===== config.mk =====
export PLATFORM = sky130hd
export DESIGN_NAME = mem_arbiter_flat
export DESIGN_NICKNAME = d
export VERILOG_FILES = /design/src/rtl/mem_arb_pkg.sv /design/src/rtl/mem_arb_if.sv /design/src/rtl/mem_arb_wait_cnt.sv /design/src/rtl/mem_arbiter.sv /design/src/flat_wrapper.sv
export SDC_FILE = /design/constraint.sdc
export NUM_CORES = 1
export LEC_CHECK = 0
export ABC_CLOCK_PERIOD_IN_PS = 2770
export CORE_MARGIN = 2
export CORE_UTILIZATION = 45
export DETAILED_ROUTE_END_ITERATION = 7
export PLACE_DENSITY = 0.81
export SLEW_MARGIN = 20
export SYNTH_ARGS = -nofsm -noshare
export SYNTH_HDL_FRONTEND = slang
export SYNTH_SLANG_ARGS = --single-unit

===== constraint.sdc =====
create_clock -name clk -period 2.77 [get_ports clk]
set_clock_uncertainty 0.2 [all_clocks]
set_input_delay 0.554 -clock clk [delete_from_list [all_inputs] [get_ports clk]]
set_output_delay 0.554 -clock clk [all_outputs]
set_load 0.05 [all_outputs]

===== src/rtl/mem_arb_pkg.sv =====
// Shared types and reset constants for the mem_arbiter block.
package mem_arb_pkg;

    typedef enum logic [1:0] {
        ST_IDLE = 2'd0,
        ST_LO   = 2'd1,
        ST_HI   = 2'd2,
        ST_DONE = 2'd3
    } state_t;

    typedef enum logic {
        GNT_MEM = 1'b0,
        GNT_IF  = 1'b1
    } gnt_t;

    localparam logic        RST_WE_N     = 1'b1;
    localparam logic        RST_OE_N     = 1'b1;
    localparam logic [31:0] RST_RDATA    = 32'h0;
    // "served last" starts at IF so the first collision after reset goes to MEM
    localparam gnt_t        RST_LAST_GNT = GNT_IF;

endpackage


===== src/rtl/mem_arb_if.sv =====
// Bus bundle between the MEM/fetch requesters, the arbiter and the SRAM pins.
// slave = arbiter side, master = environment (requesters + SRAM).
interface mem_arb_if #(parameter int SRAM_AW = 18);
    logic                mem_req;
    logic                mem_we;
    logic [31:0]         mem_addr;
    logic [31:0]         mem_wdata;
    logic                mem_ack;
    logic [31:0]         mem_rdata;
    logic                if_req;
    logic [31:0]         if_addr;
    logic                if_ack;
    logic [31:0]         if_rdata;
    logic [SRAM_AW-1:0]  sram_addr;
    logic [15:0]         sram_wdata;
    logic [15:0]         sram_rdata;
    logic                sram_we_n;
    logic                sram_oe_n;
    logic                busy;

    modport slave (
        input  mem_req, mem_we, mem_addr, mem_wdata, if_req, if_addr, sram_rdata,
        output mem_ack, mem_rdata, if_ack, if_rdata,
               sram_addr, sram_wdata, sram_we_n, sram_oe_n, busy
    );

    modport master (
        output mem_req, mem_we, mem_addr, mem_wdata, if_req, if_addr, sram_rdata,
        input  mem_ack, mem_rdata, if_ack, if_rdata,
               sram_addr, sram_wdata, sram_we_n, sram_oe_n, busy
    );
endinterface


===== src/rtl/mem_arb_wait_cnt.sv =====
// Phase wait timer: down-counter, reload on phase entry, tc when it reaches zero.
module mem_arb_wait_cnt #(
    parameter int W = 4
) (
    input  logic         clk,
    input  logic         rst,
    input  logic         load,
    input  logic [W-1:0] load_val,
    input  logic         cnt_en,
    output logic         tc
);
    logic [W-1:0] cnt_q;

    // Load wins over count; hold at zero once expired.
    always_ff @(posedge clk or negedge rst) begin
        if (!rst)                      cnt_q <= '0;
        else if (load)                 cnt_q <= load_val;
        else if (cnt_en && cnt_q != '0) cnt_q <= cnt_q - 1'b1;
    end

    assign tc = (cnt_q == '0);
endmodule


===== src/rtl/mem_arbiter.sv =====
// Two-port (MEM stage / fetch) arbiter onto a 16-bit SRAM; each 32-bit access
// is a LO then HI halfword phase of WAIT_CYCLES cycles each.
// Optional: define MEM_ARB_RR_EN for round-robin on simultaneous requests
// (default build: fixed MEM priority).
//
// state   | meaning
// IDLE    | waiting; grants and latches a request
// LO      | low halfword access (sram_addr bit0 = 0)
// HI      | high halfword access (sram_addr bit0 = 1)
// DONE    | one-cycle ack to the granted port, no new grant
module mem_arbiter
    import mem_arb_pkg::*;
#(
    parameter int WAIT_CYCLES = 2,
    parameter int SRAM_AW     = 18
) (
    input  logic      clk,
    input  logic      rst,
    mem_arb_if.slave  bus
);
    localparam logic [3:0] WAIT_LOAD = 4'(WAIT_CYCLES - 1);

    state_t             state_q, state_d;
    gnt_t               gnt_q, gnt_sel;
    logic               we_q;
    logic [SRAM_AW-2:0] addr_q;
    logic [31:0]        wdata_q;
    logic [15:0]        rdata_lo_q;
    logic [31:0]        mem_rdata_q, if_rdata_q;
    logic               grant, tc, load, cnt_en;

    logic               mem_ack, if_ack, busy, sram_we_n, sram_oe_n;
    logic [SRAM_AW-1:0] sram_addr;
    logic [15:0]        sram_wdata;

    logic unused_addr_bits;
    assign unused_addr_bits = ^{bus.mem_addr[31:SRAM_AW+1], bus.mem_addr[1:0],
                                bus.if_addr[31:SRAM_AW+1], bus.if_addr[1:0]};

    assign grant  = (state_q == ST_IDLE) && (bus.mem_req || bus.if_req);
    assign load   = grant || ((state_q == ST_LO) && tc);
    assign cnt_en = (state_q == ST_LO) || (state_q == ST_HI);

    mem_arb_wait_cnt #(.W(4)) u_wait_cnt (
        .clk      (clk),
        .rst      (rst),
        .load     (load),
        .load_val (WAIT_LOAD),
        .cnt_en   (cnt_en),
        .tc       (tc)
    );

`ifdef MEM_ARB_RR_EN
    gnt_t last_gnt_q;

    // Remember who was served last to alternate on collisions.
    always_ff @(posedge clk or negedge rst) begin
        if (!rst)       last_gnt_q <= RST_LAST_GNT;
        else if (grant) last_gnt_q <= gnt_sel;
    end

    // Collision goes to the port not served last.
    always_comb begin
        gnt_sel = GNT_MEM;
        if (bus.mem_req && bus.if_req) gnt_sel = (last_gnt_q == GNT_MEM) ? GNT_IF : GNT_MEM;
        else if (bus.if_req)           gnt_sel = GNT_IF;
    end
`else
    // Fixed priority: MEM wins any collision.
    always_comb begin
        gnt_sel = GNT_MEM;
        if (!bus.mem_req && bus.if_req) gnt_sel = GNT_IF;
    end
`endif

    // State register.
    always_ff @(posedge clk or negedge rst) begin
        if (!rst) state_q <= ST_IDLE;
        else      state_q <= state_d;
    end

    // Next-state logic; phases advance on the wait-counter terminal count.
    always_comb begin
        state_d = state_q;
        case (state_q)
            ST_IDLE: if (grant) state_d = ST_LO;
            ST_LO:   if (tc)    state_d = ST_HI;
            ST_HI:   if (tc)    state_d = ST_DONE;
            default:            state_d = ST_IDLE;
        endcase
    end

    // Latch the granted request; fetch grants are always reads.
    always_ff @(posedge clk or negedge rst) begin
        if (!rst) begin
            gnt_q   <= GNT_MEM;
            we_q    <= 1'b0;
            addr_q  <= '0;
            wdata_q <= '0;
        end else if (grant) begin
            gnt_q   <= gnt_sel;
            we_q    <= (gnt_sel == GNT_MEM) ? bus.mem_we : 1'b0;
            addr_q  <= (gnt_sel == GNT_MEM) ? bus.mem_addr[SRAM_AW:2] : bus.if_addr[SRAM_AW:2];
            wdata_q <= bus.mem_wdata;
        end
    end

    // Read capture: low half staged, port register updated only at the HI end
    // so each port's rdata holds until its next read completes.
    always_ff @(posedge clk or negedge rst) begin
        if (!rst) begin
            rdata_lo_q  <= '0;
            mem_rdata_q <= RST_RDATA;
            if_rdata_q  <= RST_RDATA;
        end else if (!we_q && tc) begin
            if (state_q == ST_LO) rdata_lo_q <= bus.sram_rdata;
            if (state_q == ST_HI) begin
                if (gnt_q == GNT_MEM) mem_rdata_q <= {bus.sram_rdata, rdata_lo_q};
                else                  if_rdata_q  <= {bus.sram_rdata, rdata_lo_q};
            end
        end
    end

    // Output decode from state; IDLE values equal the reset values.
    always_comb begin
        mem_ack    = 1'b0;
        if_ack     = 1'b0;
        busy       = 1'b0;
        sram_we_n  = RST_WE_N;
        sram_oe_n  = RST_OE_N;
        sram_addr  = '0;
        sram_wdata = '0;
        case (state_q)
            ST_LO, ST_HI: begin
                busy      = 1'b1;
                sram_addr = {addr_q, (state_q == ST_HI)};
                if (we_q) begin
                    sram_we_n  = 1'b0;
                    sram_wdata = (state_q == ST_HI) ? wdata_q[31:16] : wdata_q[15:0];
                end else begin
                    sram_oe_n  = 1'b0;
                end
            end
            ST_DONE: begin
                busy    = 1'b1;
                mem_ack = (gnt_q == GNT_MEM);
                if_ack  = (gnt_q == GNT_IF);
            end
            default: ;
        endcase
    end

    assign bus.mem_ack    = mem_ack;
    assign bus.if_ack     = if_ack;
    assign bus.busy       = busy;
    assign bus.sram_we_n  = sram_we_n;
    assign bus.sram_oe_n  = sram_oe_n;
    assign bus.sram_addr  = sram_addr;
    assign bus.sram_wdata = sram_wdata;
    assign bus.mem_rdata  = mem_rdata_q;
    assign bus.if_rdata   = if_rdata_q;
endmodule

===== src/flat_wrapper.sv =====
// flat-port wrapper written by rule: the top's interface ports become plain ports
module mem_arbiter_flat import mem_arb_pkg::*;
#(
    parameter int WAIT_CYCLES = 2,
    parameter int SRAM_AW     = 18
)
  (clk, rst, bus_mem_req, bus_mem_we, bus_mem_addr, bus_mem_wdata, bus_if_req, bus_if_addr, bus_sram_rdata, bus_mem_ack, bus_mem_rdata, bus_if_ack, bus_if_rdata, bus_sram_addr, bus_sram_wdata, bus_sram_we_n, bus_sram_oe_n, bus_busy);
  mem_arb_if #(.SRAM_AW(SRAM_AW)) bus_i ();
  input  logic clk;
  input  logic rst;
  input wire logic [$bits(bus_i.mem_req)-1:0] bus_mem_req;
  input wire logic [$bits(bus_i.mem_we)-1:0] bus_mem_we;
  input wire logic [$bits(bus_i.mem_addr)-1:0] bus_mem_addr;
  input wire logic [$bits(bus_i.mem_wdata)-1:0] bus_mem_wdata;
  input wire logic [$bits(bus_i.if_req)-1:0] bus_if_req;
  input wire logic [$bits(bus_i.if_addr)-1:0] bus_if_addr;
  input wire logic [$bits(bus_i.sram_rdata)-1:0] bus_sram_rdata;
  output wire logic [$bits(bus_i.mem_ack)-1:0] bus_mem_ack;
  output wire logic [$bits(bus_i.mem_rdata)-1:0] bus_mem_rdata;
  output wire logic [$bits(bus_i.if_ack)-1:0] bus_if_ack;
  output wire logic [$bits(bus_i.if_rdata)-1:0] bus_if_rdata;
  output wire logic [$bits(bus_i.sram_addr)-1:0] bus_sram_addr;
  output wire logic [$bits(bus_i.sram_wdata)-1:0] bus_sram_wdata;
  output wire logic [$bits(bus_i.sram_we_n)-1:0] bus_sram_we_n;
  output wire logic [$bits(bus_i.sram_oe_n)-1:0] bus_sram_oe_n;
  output wire logic [$bits(bus_i.busy)-1:0] bus_busy;
  assign bus_i.mem_req = bus_mem_req;
  assign bus_i.mem_we = bus_mem_we;
  assign bus_i.mem_addr = bus_mem_addr;
  assign bus_i.mem_wdata = bus_mem_wdata;
  assign bus_i.if_req = bus_if_req;
  assign bus_i.if_addr = bus_if_addr;
  assign bus_i.sram_rdata = bus_sram_rdata;
  assign bus_mem_ack = bus_i.mem_ack;
  assign bus_mem_rdata = bus_i.mem_rdata;
  assign bus_if_ack = bus_i.if_ack;
  assign bus_if_rdata = bus_i.if_rdata;
  assign bus_sram_addr = bus_i.sram_addr;
  assign bus_sram_wdata = bus_i.sram_wdata;
  assign bus_sram_we_n = bus_i.sram_we_n;
  assign bus_sram_oe_n = bus_i.sram_oe_n;
  assign bus_busy = bus_i.busy;
  mem_arbiter #(.WAIT_CYCLES(WAIT_CYCLES), .SRAM_AW(SRAM_AW)) u_core (.clk(clk), .rst(rst), .bus(bus_i));
endmodule

==> flow_summary.yaml <==
worst_setup_path:
  cp-startpoint: "u_core.state_q[1]"
  worst_ep_arrival_time_ps: 1930
  cp-endpoint: "bus_sram_wdata[2]"
  critPathLaunchType: "flop"
  r2r-start: "u_core.u_wait_cnt.cnt_q[0]"
  cp_max_fo: 17
  end_kind: "primary output"
  r2r_cells: 6
  path_class: "flop to primary output"
  timing.rr.end: "u_core.bus.mem_rdata[10]"
  reg2reg_setup_slack_ps: 520
  crit_required_ps: 2020
global_route:
  grt-ovfl-total: 0
  grt_max_degree: 72
  grt_pass1_wl_um: 22200
  antenna_found_initial: 0
  grt_pass1_vias: 4278
  track_usage: 0.201
logic_synthesis:
  synth_edf_count: 0
  ys_warn_count: 0
  yosysTopAreaCell: "dfrtp_1"
  synth_area_leaders: "dfrtp_1 (57%), mux2_2 (13%), mux2_4 (10%), mux2i_1 (5.8%), and2_1 (1.9%)"
  netlist.area_leader.share: 0.570
  synth_most_common_cell: "dfrtp_1"
  avgSynthCellArea_um2: 14.4
  synth_area_um2: 6020
  async_flop_share: 1.00
  synthFlopType: "dfrtp_1"
  synth_commonest_cells: "dfrtp_1 (137), mux2_2 (71), mux2_4 (40), mux2i_1 (35), nor2_1 (21)"
  yosysSeqAreaShare: 0.570
  ys_ff_latch: 137
  netlist_instances: 419
  syn_nets: 542
  synth_cell_types: 35
placement:
  place_inst: 774
  place_worst_setup_slack_ps: 371
  place_congestion: 0.715
  dp_hpwl_um: 9450
  numPortBuffers: 189
detailed_routing:
  drtAntennaViolNets: 0
  first_pass_iters: 4
  drt_iter0_drc: 261
  vias_per_cell: 5.03
  wl_per_cell_um: 16.8
  totalWireLength_um: 13600
  drc: 0
  vias: 4064
finish:
  fin_nets: 742
  antenna_cells: 0
  layoutNonFillerInstCount: 808
  drive_above_1_share: 0.353
  nFillCells: 898
  syn2layout_area_growth_pct: 54.8
clock_network:
  cts_tree: "done"
  h-tree-depth: 4
  cts-root-buf: "clkbuf_16"
  clk-insertion-delay-late_ps: 410
  clk_pin_slew_ps: 60
  numCtsBuffers: 17
  cts_buffer_depth: 2
  cts.sinks: 137
die:
  io_pins: 220
  die-area_um2: 14300
  die_h_um: 120
  fp.coreArea_um2: 13100
  start_util: 0.458
  die_x_um: 120
  rows: 42
outcome:
  status: "finished clean"
sta:
  final.min_clock_period_ps: 2690
  slew_headroom: 0.608
  worst_slack_ps: 83.5
  holdWs_ps: 269
  fin_crit_sh: 0.970
  final-setup-viol-count: 0
  fin_setup_tns_ps: 0
  final-hold-violation-count: 0
  rsz0062_at_grt: "false"
  finalMaxSlewViolations: 0
  fmax_mhz: 372
  tightest_slew_ps: 586
pwr:
  leakagePower_nw: 4.12
  peakVddDrop_mv: 0.875
  power.density_nw_per_um2: 1490
job:
  cap_violations: 0
hold_path:
  hp-class: "flop to flop"
==> cells in the final DEF, fill, tap and decap left out, types with 2 or more instances in the layout <==
| master | Yosys | routed |
|---|---|---|
| clkdlybuf4s50_1 | 0 | 149 |
| dfrtp_1 | 137 | 137 |
| mux2_2 | 71 | 71 |
| mux2_4 | 40 | 40 |
| buf_12 | 0 | 40 |
| mux2i_1 | 35 | 27 |
| nand2_1 | 20 | 20 |
| and2_1 | 18 | 18 |
| o21ai_0 | 17 | 17 |
| clkbuf_16 | 0 | 17 |
| nor2_4 | 1 | 11 |
| buf_4 | 2 | 9 |
| mux2i_2 | 0 | 7 |
| nor2_1 | 21 | 7 |
| inv_1 | 6 | 6 |
| bufinv_16 | 0 | 6 |
| ha_1 | 6 | 5 |
| nor2_2 | 0 | 4 |
| a21oi_1 | 4 | 4 |
| inv_6 | 0 | 4 |
| nor2b_1 | 3 | 2 |
| clkinv_2 | 0 | 2 |
==> flip-flops by register name, indices dropped and copies added, names as in the netlist <==
signal and count:
u_core.gnt_q 1, u_core.bus.if_rdata 32, u_core.u_wait_cnt.cnt_q 4, u_core.we_q 1, u_core.rdata_lo_q 16, u_core.wdata_q 32, u_core.state_q 2, u_core.addr_q 17
u_core.bus.mem_rdata 32
==> worst min path at each step <==
stage,slack (ps),start,cells past startpoint,end
6_report,270,u_core.addr_q[8],2,u_core.addr_q[8]
5_1_grt,310,u_core.addr_q[8],2,u_core.addr_q[8]
4_1_cts,280,u_core.addr_q[11],2,u_core.addr_q[11]
3_5_place_dp,260,u_core.addr_q[11],2,u_core.addr_q[11]
3_3_place_gp,250,u_core.addr_q[9],2,u_core.addr_q[9]
2_1_floorplan,60,rst,0,u_core.addr_q[0]
==> metal layers <==
| metal | track usage | share of wire | vias to the layer above |
|---|---|---|---|
| li1 | - | - | 1862 |
| met1 | 0.252 | 0.43 | 2027 |
| met2 | 0.313 | 0.46 | 157 |
| met3 | 0.0803 | 0.090 | 18 |
| met4 | 0.0765 | 0.014 | 0 |
| met5 | 0 | 0 | - |
==> logic make-up after synthesis <==
logic type | share of synthesized area
mux | 0.293
flops | 0.570
simple gates | 0.0709
compound gates | 0.0268
buf+inv | 0.0274
fa+ha+maj | 0.0125
==> power breakdown <==
group | total [mW] | leakage [nW] | internal [mW] | switching, mW
combinational | 7.73 | 2.15 | 3.40 | 4.33
sequential | 3.61 | 1.64 | 2.99 | 0.620
clock | 2.56 | 0.326 | 1.70 | 0.867
==> repair_timing <==
action | 4_1_cts | 5_1_grt
endpoints found under the setup margin | 12 | 15
gates resized for setup | 2 | 14
cloned | 0 | 0
pin swaps | 0 | 1
hold buffers | 1 | 0
endpoints found under the hold margin | 41 | 0
buffers inserted | 0 | 1
==> area by class of cell <==
type                       count  area [um2]  share of cell area
clock buffer                  18         429              0.0461
clock inverter                14         241              0.0259
inverter                       6        22.5             0.00242
multi-input combinational    255        2570               0.276
sequential                   137        3430               0.368
tap                          176         220              0.0236
timing repair buffer         202        2400               0.258
==> critical path, stage by stage, from the launching register on <==
cell and delay [ps]:
dfrtp_1 410, inv_1 120, ha_1 310, nand2_1 90, buf_12 200, nor2_1 210
buf_12 170
==> stage by stage <==
stage | instance area [um2] | power (mW) | util
6_report | 9320 | 13.9 | 0.709
5_1_grt | 9320 | 14.5 | 0.709
4_1_cts | 9260 | 13.9 | 0.705
3_5_place_dp | 8570 | 11.3 | 0.652
3_3_place_gp | 8570 | 11.0 | 0.652
2_1_floorplan | 6100 | 8.30 | -
Power figures use the tool's default switching activity.
